### src/rtl/gate_bank_pkg.sv
// Shared constants and the per-bit gate operation for gate_bank.
package gate_bank_pkg;

    localparam logic [1:0] MODE_OR  = 2'd0;
    localparam logic [1:0] MODE_AND = 2'd1;
    localparam logic [1:0] MODE_XOR = 2'd2;
    localparam logic [1:0] MODE_NOR = 2'd3;

    function automatic logic gate_op(input logic x, input logic y, input logic [1:0] mode);
        case (mode)
            MODE_OR:  return x | y;
            MODE_AND: return x & y;
            MODE_XOR: return x ^ y;
            default:  return ~(x | y);
        endcase
    endfunction

endpackage

### src/rtl/debounce_bit.sv
// One input bit: 2-FF synchroniser followed by a stable-count debounce filter.
module debounce_bit #(
    parameter int unsigned DB_CYCLES = 4
) (
    input  logic clk,
    input  logic rst_n,
    input  logic d,
    output logic q
);

    logic s1;
    logic s2;

    always_ff @(posedge clk or negedge rst_n) begin
        if (!rst_n) begin
            s1 <= 1'b0;
            s2 <= 1'b0;
        end else begin
            s1 <= d;
            s2 <= s1;
        end
    end

    generate
        if (DB_CYCLES == 0) begin : g_bypass
            assign q = s2;
        end else begin : g_filter
            localparam int unsigned CW = $clog2(DB_CYCLES + 1);
            localparam logic [CW-1:0] LAST = CW'(DB_CYCLES - 1);

            logic [CW-1:0] cnt;
            logic          f;

            // Any return to the filtered level before acceptance restarts the count.
            always_ff @(posedge clk or negedge rst_n) begin
                if (!rst_n) begin
                    cnt <= '0;
                    f   <= 1'b0;
                end else if (s2 == f) begin
                    cnt <= '0;
                end else if (cnt != LAST) begin
                    cnt <= cnt + CW'(1);
                end else begin
                    f   <= s2;
                    cnt <= '0;
                end
            end

            assign q = f;
        end
    endgenerate

endmodule

### src/rtl/gate_bank.sv
// Registered multi-channel two-input gate with debounced inputs and a change strobe.
module gate_bank
    import gate_bank_pkg::*;
#(
    parameter int unsigned WIDTH     = 4,
    parameter int unsigned DB_CYCLES = 4
) (
    input  logic             clk,
    input  logic             rst_n,
    input  logic [WIDTH-1:0] a,
    input  logic [WIDTH-1:0] b,
    input  logic [1:0]       mode,
    output logic [WIDTH-1:0] c,
    output logic             c_any,
    output logic             changed
);

    logic [WIDTH-1:0] fa;
    logic [WIDTH-1:0] fb;
    logic [WIDTH-1:0] c_next;
    logic [1:0]       mode_q;

    generate
        for (genvar i = 0; i < int'(WIDTH); i++) begin : g_ch
            debounce_bit #(.DB_CYCLES(DB_CYCLES)) u_db_a (
                .clk   (clk),
                .rst_n (rst_n),
                .d     (a[i]),
                .q     (fa[i])
            );
            debounce_bit #(.DB_CYCLES(DB_CYCLES)) u_db_b (
                .clk   (clk),
                .rst_n (rst_n),
                .d     (b[i]),
                .q     (fb[i])
            );
        end
    endgenerate

    always_comb begin
        c_next = '0;
        for (int i = 0; i < int'(WIDTH); i++) begin
            c_next[i] = gate_op(fa[i], fb[i], mode_q);
        end
    end

    // Only the registered mode feeds the gates, so mode edges cannot glitch c.
    always_ff @(posedge clk or negedge rst_n) begin
        if (!rst_n) begin
            mode_q  <= MODE_OR;
            c       <= '0;
            changed <= 1'b0;
        end else begin
            mode_q  <= mode;
            c       <= c_next;
            changed <= (c_next != c);
        end
    end

    assign c_any = |c;

endmodule

### config.mk
export PLATFORM = sky130hd
export DESIGN_NAME = gate_bank
export DESIGN_NICKNAME = d
export VERILOG_FILES = /design/src/rtl/gate_bank_pkg.sv /design/src/rtl/debounce_bit.sv /design/src/rtl/gate_bank.sv
export SDC_FILE = /design/constraint.sdc
export NUM_CORES = 1
export LEC_CHECK = 0
export CORE_AREA = 8 8 69 82
export CTS_CLUSTER_SIZE = 14
export DETAILED_ROUTE_END_ITERATION = 7
export DIE_AREA = 0 0 77 90
export MAX_ROUTING_LAYER = met4
export PLACE_DENSITY = 0.81
export RECOVER_POWER = 50
export SLEW_MARGIN = 10
export SYNTH_ARGS = -nofsm -noshare
export SYNTH_HDL_FRONTEND = slang
export SYNTH_HIERARCHICAL = 1
export SYNTH_SLANG_ARGS = --single-unit
### constraint.sdc
create_clock -name clk -period 2.1 [get_ports clk]
set_input_delay 0.42 -clock clk [delete_from_list [all_inputs] [get_ports clk]]
set_output_delay 0.42 -clock clk [all_outputs]
set_load 0.05 [all_outputs]
==> impl_metrics.env, run 1 <==
export IMPL_final_nets=206
export IMPL_cts_max_path_buffers=2
export IMPL_synth_fp_nets=183
export IMPL_final_fill_count=350
export IMPL_clkLatencyLatePin_ns=0.30
export IMPL_via_per_inst=5.09
export IMPL_status="finished clean"
export IMPL_firstDrtPassIters=2
export IMPL_cp_max_fo=3
export IMPL_path_cells="clkdlybuf4s50_1"
export IMPL_critPathCaptureType="primary output"
export IMPL_final_hold_viol_count=0
export IMPL_antenna_left=0
export IMPL_routed_wl_um=3350
export IMPL_max_freq_mhz=517
export IMPL_cts_resized_gates=0
export IMPL_multi_input_area_um2=956
export IMPL_fin_cells=235
export IMPL_cp_slowest_cell="clkdlybuf4s50_1"
export IMPL_rsz0062_at_grt="false"
export IMPL_rows=27
export IMPL_detail_route_wl_per_cell_um=14.3
export IMPL_mostFrequentLayoutCells="55 x dfrtp_1, 16 x ha_1, 12 x xnor2_1"
export IMPL_syn_avg_cell_area_um2=15.4
export IMPL_vias=1197
export IMPL_ys_ff_latch=55
export IMPL_num_antenna_cells=0
export IMPL_slew_violations=0
export IMPL_remaining_drc_errors=0
export IMPL_cts_buffers=5
export IMPL_setup_tns_ns=0
export IMPL_p_leak_nw=1.22
export IMPL_grt_max_degree=30
export IMPL_hold_class="reg -> reg"
export IMPL_htree_levels=2
export IMPL_drive_gt1_share_pct=26.6
export IMPL_syn_to_final_growth_pct=12.7
export IMPL_cp_start_kind="register"
export IMPL_die_h_um=90
export IMPL_grt_pass1_vias=1340
export IMPL_powerDensity_mw_per_mm2=1270
export IMPL_fin_worst_skew_ns=0.00437
export IMPL_die_area_mm2=0.00693
export IMPL_numClockSinks=55
export IMPL_dp_cells=229
export IMPL_postCtsHoldBufs=0
export IMPL_critPathKind="reg -> out"
export IMPL_postSynthCellCount=155
export IMPL_yosysUniqueCellTypes=25
export IMPL_path_clk_slew_ns=0.08
export IMPL_synth_seq_area_share_pct=57.6
export IMPL_syn_cell_area_mm2=0.00239
export IMPL_final_common_cell="dfrtp_1"
export IMPL_max_cap_viol_count=0
export IMPL_root_buffer="clkbuf_8"
export IMPL_fp_dieW_um=77
export IMPL_grt_remaining_overflow=0
export IMPL_ir_worst_vdd_mv=0.501
export IMPL_grt_pass1_wl_um=6140
export IMPL_crit_family="buffers and inverters"
export IMPL_grt_usage_pct=11.2
export IMPL_final_min_clock_period_ns=1.93
export IMPL_seq_area_mm2=0.00138
export IMPL_max_slew_worst_pin_slew_ns=1.45
export IMPL_critPathArrivalTime_ns=1.51
export IMPL_drtIter0Drc=59
export IMPL_cp_required_ns=1.68
export IMPL_ios=18
export IMPL_setup_violations=0
export IMPL_period_share_pct=92.1
export IMPL_place_congestion=0.677
export IMPL_start_util_pct=53.6
export IMPL_post_cts_buffers=0
export IMPL_cts_tree="done"
export IMPL_grt_antenna_before_repair=0
export IMPL_synth_warnings=6
export IMPL_reg_top3="g_ch.u_db_a/g_filter.cnt: 12 flops, g_ch.u_db_b/g_filter.cnt: 12 flops"
export IMPL_portBuffers=17
export IMPL_slew_headroom_pct=3.64
export IMPL_worstPathBufferInverterCount=1
export IMPL_hpwl_um=2610
export IMPL_core_region_area_mm2=0.00446
export IMPL_max_stage_delay_ns=0.82
-- synthesized netlist by cell type --
cell type | instances | area share, %
nor2b_1 | 10 | 2.6
o31ai_4 | 1 | 0.89
nor3_2 | 8 | 3.4
mux2_4 | 9 | 5.7
a211oi_2 | 1 | 0.52
mux2i_1 | 2 | 0.84
inv_1 | 9 | 1.4
nand4_1 | 1 | 0.26
o21ai_0 | 1 | 0.21
mux2_1 | 1 | 0.47
o31ai_1 | 1 | 0.31
nor2b_4 | 9 | 5.2
o21ai_1 | 1 | 0.21
nand2_1 | 2 | 0.31
nand2_4 | 1 | 0.47
ha_1 | 16 | 8.4
xnor2_1 | 12 | 4.4
buf_6 | 2 | 0.94
or4_1 | 1 | 0.31
nor3b_2 | 8 | 4.2
a21oi_2 | 1 | 0.37
dfrtp_1 | 55 | 58
a21o_2 | 1 | 0.37
o211ai_2 | 1 | 0.52
nor2_1 | 1 | 0.16
-- per-layer routing --
layer  global-route usage (%)  wire length (um)
met3                     2.89               128
met1                     11.9              1380
met5                        -                 0
met4                     5.68                59
met2                     18.8              1780
-- power breakdown --
part           switching [mW]  total (mW)  internal (mW)  leakage, nW
Clock                   0.294       0.517          0.223       0.0371
Combinational           0.665        1.35          0.688        0.507
Sequential              0.233        1.55           1.32        0.681
Total                    1.19        3.42           2.23         1.22
-- cells by family after synthesis --
kind of cell | Yosys count | synth area share, %
muxes | 12 | 6.97
buffers and inverters | 11 | 2.36
adders and majority gates | 16 | 8.38
xor gates and xnor gates | 12 | 4.40
and+or+nand+nor | 41 | 16.9
DFF | 55 | 57.6
AOI/OAI and AO/OA | 8 | 3.40
-- stage by stage --
stage	hold slack, ns	power, mW	cell area (um2)	worst slack, ns	util (%)
6_report	0.356	3.42	2690	0.166	60.4
5_1_grt	0.373	3.69	2690	0.117	60.4
4_1_cts	0.141	3.48	2690	0.146	60.4
3_5_place_dp	0.337	2.96	2620	0.474	58.8
3_3_place_gp	0.333	2.83	2620	0.518	58.8
2_1_floorplan	0.124	2.60	2390	0.284	-
-- area by class of cell --
class	count	area share, %
flip-flops and latches	55	51.1
multi-input cells	89	35.5
well taps	58	2.70
clock buffers	6	2.70
inverters	9	1.25
repair buffers	18	6.74
-- final timing paths --
check / slack (ns) / cells after the start / to / from
setup / recovery: 0.17 / 1 / c[3] / c[3]
hold / removal: 0.36 / 0 / g_ch[3].u_db_a/s2 / g_ch[3].u_db_a/s1
setup reg to reg: 0.47 / 7 / changed / g_ch[0].u_db_a/q
hold reg to reg: 0.36 / 0 / g_ch[3].u_db_a/s2 / g_ch[3].u_db_a/s1
max in group asynchronous: 0.81 / 1 / g_ch[1].u_db_a/s1 / rst_n
min in group asynchronous: 0.45 / 1 / g_ch[0].u_db_a/s1 / rst_n
Note: power is estimated with default switching activity, not from simulation.
==> inputs of run 2 (changes only) <==
ABC_AREA = 1   (was default)
CORE_AREA = 8 8 70 84   (was 8 8 69 82)
DIE_AREA = 0 0 78 92   (was 0 0 77 90)
PLACE_DENSITY = 0.82   (was 0.81)
==> impl_metrics.env, run 2 <==
export IMPL_status="finished clean"
export IMPL_reg_top3="g_ch.u_db_a/g_filter.cnt: 12 flops, g_ch.u_db_b/g_filter.cnt: 12 flops"
export IMPL_final_hold_viol_count=0
export IMPL_antenna_left=0
export IMPL_grt_antenna_before_repair=0
export IMPL_crit_family="buffers and inverters"
export IMPL_synth_top_family_by_area="simple AND/OR/NAND/NOR gates"
export IMPL_synth_top_cell_by_area="dfrtp_1"
export IMPL_vias=1758
export IMPL_cts_max_path_buffers=2
export IMPL_slew_violations=0
export IMPL_fin_worst_skew_ns=0.00401
export IMPL_root_buffer="clkbuf_8"
export IMPL_place_congestion=0.818
export IMPL_path_clk_slew_ns=0.08
export IMPL_synth_compound_area_share_pct=0.787
export IMPL_max_freq_mhz=519
export IMPL_pre_cts_ws_ns=0.496
export IMPL_cp_start_kind="register"
export IMPL_critPathCaptureType="primary output"
export IMPL_syn_to_final_growth_pct=12.0
export IMPL_hold_class="reg -> reg"
export IMPL_synthSimpleGateAreaFrac_pct=25.8
export IMPL_synth_mux_area_share_pct=0
export IMPL_clkLatencyLatePin_ns=0.30
export IMPL_synth_warnings=6
export IMPL_postCtsHoldBufs=0
export IMPL_numClockSinks=55
export IMPL_synth_fp_nets=324
export IMPL_postSynthCellCount=296
export IMPL_setup_tns_ns=0
export IMPL_synth_edf_count=0
export IMPL_rows=27
export IMPL_syn_avg_cell_area_um2=8.59
export IMPL_cp_max_fo=3
export IMPL_drtIter0Drc=85
export IMPL_core_region_area_mm2=0.00453
export IMPL_critPathArrivalTime_ns=1.51
export IMPL_yosys_area_share_xor_xnor_pct=0
export IMPL_start_util_pct=56.2
export IMPL_yosysUniqueCellTypes=14
export IMPL_synth_top_flop_cell="dfrtp_1"
export IMPL_grt_usage_pct=12.2
export IMPL_post_route_util_pct=62.9
export IMPL_grt_pass1_wl_um=6940
export IMPL_cp_slowest_cell="clkdlybuf4s50_1"
export IMPL_rsz0062_at_grt="false"
export IMPL_worstPathBufferInverterCount=1
export IMPL_firstDrtPassIters=4
export IMPL_routed_wl_um=3790
export IMPL_post_cts_buffers=0
export IMPL_max_slew_worst_pin_slew_ns=1.28
export IMPL_die_area_mm2=0.00718
export IMPL_ios=18
export IMPL_critPathKind="reg -> out"
export IMPL_synth_seq_area_share_pct=54.1
export IMPL_ys_top_cells_by_count="71 x nand2_1, 68 x inv_1, 55 x dfrtp_1, 27 x nor2_1, 26 x nand3_1"
export IMPL_period_share_pct=91.8
export IMPL_detail_route_wl_per_cell_um=10.1
export IMPL_ys_ff_latch=55
export IMPL_cts_tree="done"
export IMPL_powerDensity_mw_per_mm2=1170
export IMPL_synth_top_area_share_pct=54.1
export IMPL_grt_max_degree=33
export IMPL_grt_remaining_overflow=0
export IMPL_portBuffers=17
export IMPL_remaining_drc_errors=0
export IMPL_ir_worst_vdd_mv=0.765
export IMPL_cts_resized_gates=0
export IMPL_drive_gt1_share_pct=9.75
export IMPL_max_stage_delay_ns=0.83
export IMPL_mostFrequentLayoutCells="71 x nand2_1, 68 x inv_1, 55 x dfrtp_1"
export IMPL_yosysMostFrequentCell="nand2_1"
export IMPL_final_nets=347
export IMPL_syn_cell_area_mm2=0.00254
export IMPL_cp_required_ns=1.68
export IMPL_setup_ws_ns=0.173
export IMPL_path_cells="clkdlybuf4s50_1"
export IMPL_num_antenna_cells=0
export IMPL_final_min_clock_period_ns=1.93
export IMPL_final_common_cell="nand2_1"
export IMPL_setup_violations=0
export IMPL_max_cap_viol_count=0
export IMPL_synthAdderAreaFrac_pct=7.87
export IMPL_synthArstFlopShare_pct=100
export IMPL_fp_dieW_um=78
export IMPL_htree_levels=2
export IMPL_grt_pass1_vias=1707
export IMPL_die_h_um=92
export IMPL_hpwl_um=2870
export IMPL_via_per_inst=4.68
export IMPL_synthTopCellsByArea="dfrtp_1 54%, nand2_1 10%, inv_1 10%, ha_1 7.9%, nand3_1 5.1%"
export IMPL_p_leak_nw=1.54
export IMPL_slew_headroom_pct=15.0
export IMPL_timing_hold_ws_ns=0.357
export IMPL_cts_buffers=5
run 2: cell types whose count changed in the layout (fill, tap and decap cells not counted), moves of 3 or more:
cell / delta
nand3_1: +26
inv_1: +59
nand2_2: +17
nor2b_1: -10
o21ai_0: +3
nor2b_4: -9
mux2_4: -9
nor3_2: -8
nand2_1: +69
nor2_1: +26
xnor2_1: -12
nor3b_2: -8
run 2: final timing paths:
kind | end | from | depth (start not counted) | slack, ns
setup / recovery | c[2] | c[2] | 1 | 0.17
hold / removal | g_ch[1].u_db_a/s2 | g_ch[1].u_db_a/s1 | 0 | 0.36
setup reg to reg | changed | g_ch[0].u_db_a/q | 8 | 0.62
hold reg to reg | g_ch[1].u_db_a/s2 | g_ch[1].u_db_a/s1 | 0 | 0.36
max in group asynchronous | mode_q[0] | rst_n | 2 | 0.94
min in group asynchronous | g_ch[1].u_db_a/g_filter.cnt[0] | rst_n | 1 | 0.37
run 2: area by class of cell:
type / count / area, um2
Timing Repair Buffer: 18 / 181
Fill cell: 394 / 1680
Clock buffer: 6 / 72.6
Inverter: 71 / 268
Tap cell: 58 / 72.6
Multi-Input combinational cell: 168 / 876
Sequential cell: 55 / 1380
run 2: kinds of logic after synthesis:
family                   count (synthesis)
AO/OA/AOI/OAI                            4
adder cells (fa/ha/maj)                 16
buffers and inverters                   73
flip-flops                              55
AND/OR/NAND/NOR                        148
run 2: per-layer routing:
| metal | GRT usage [%] | wire length (um) | vias to the layer above |
|---|---|---|---|
| li1 | - | - | 920 |
| met1 | 12.7 | 1630 | 810 |
| met2 | 21.3 | 1980 | 23 |
| met3 | 3.71 | 129 | 5 |
| met4 | 4.18 | 60 | 0 |
| met5 | - | 0 | - |
run 2: where the power goes:
group	switching (mW)	internal [mW]	total [mW]	leakage [nW]
sequential	0.185	1.32	1.50	0.686
combinational	0.831	0.495	1.33	0.820
clock	0.292	0.223	0.514	0.0371
total	1.31	2.03	3.34	1.54
run 2: stage by stage:
stage | cells | total power [mW] | area [um2]
3_5_place_dp | 370 | 2.86 | 2780
4_1_cts | 376 | 3.38 | 2850
6_report | 376 | 3.34 | 2850
5_1_grt | 376 | 3.65 | 2850
3_3_place_gp | 370 | 2.81 | 2780
2_1_floorplan | 296 | 2.50 | 2540
==> inputs of run 3 (changes only) <==
ABC_AREA = 0   (was 1)
CORE_AREA = 8 8 69 82   (was 8 8 70 84)
DIE_AREA = 0 0 77 90   (was 0 0 78 92)
PLACE_DENSITY = 0.81   (was 0.82)
==> results of run 3 <==
Final layout, timing and power as in run 1 (identical DEF).
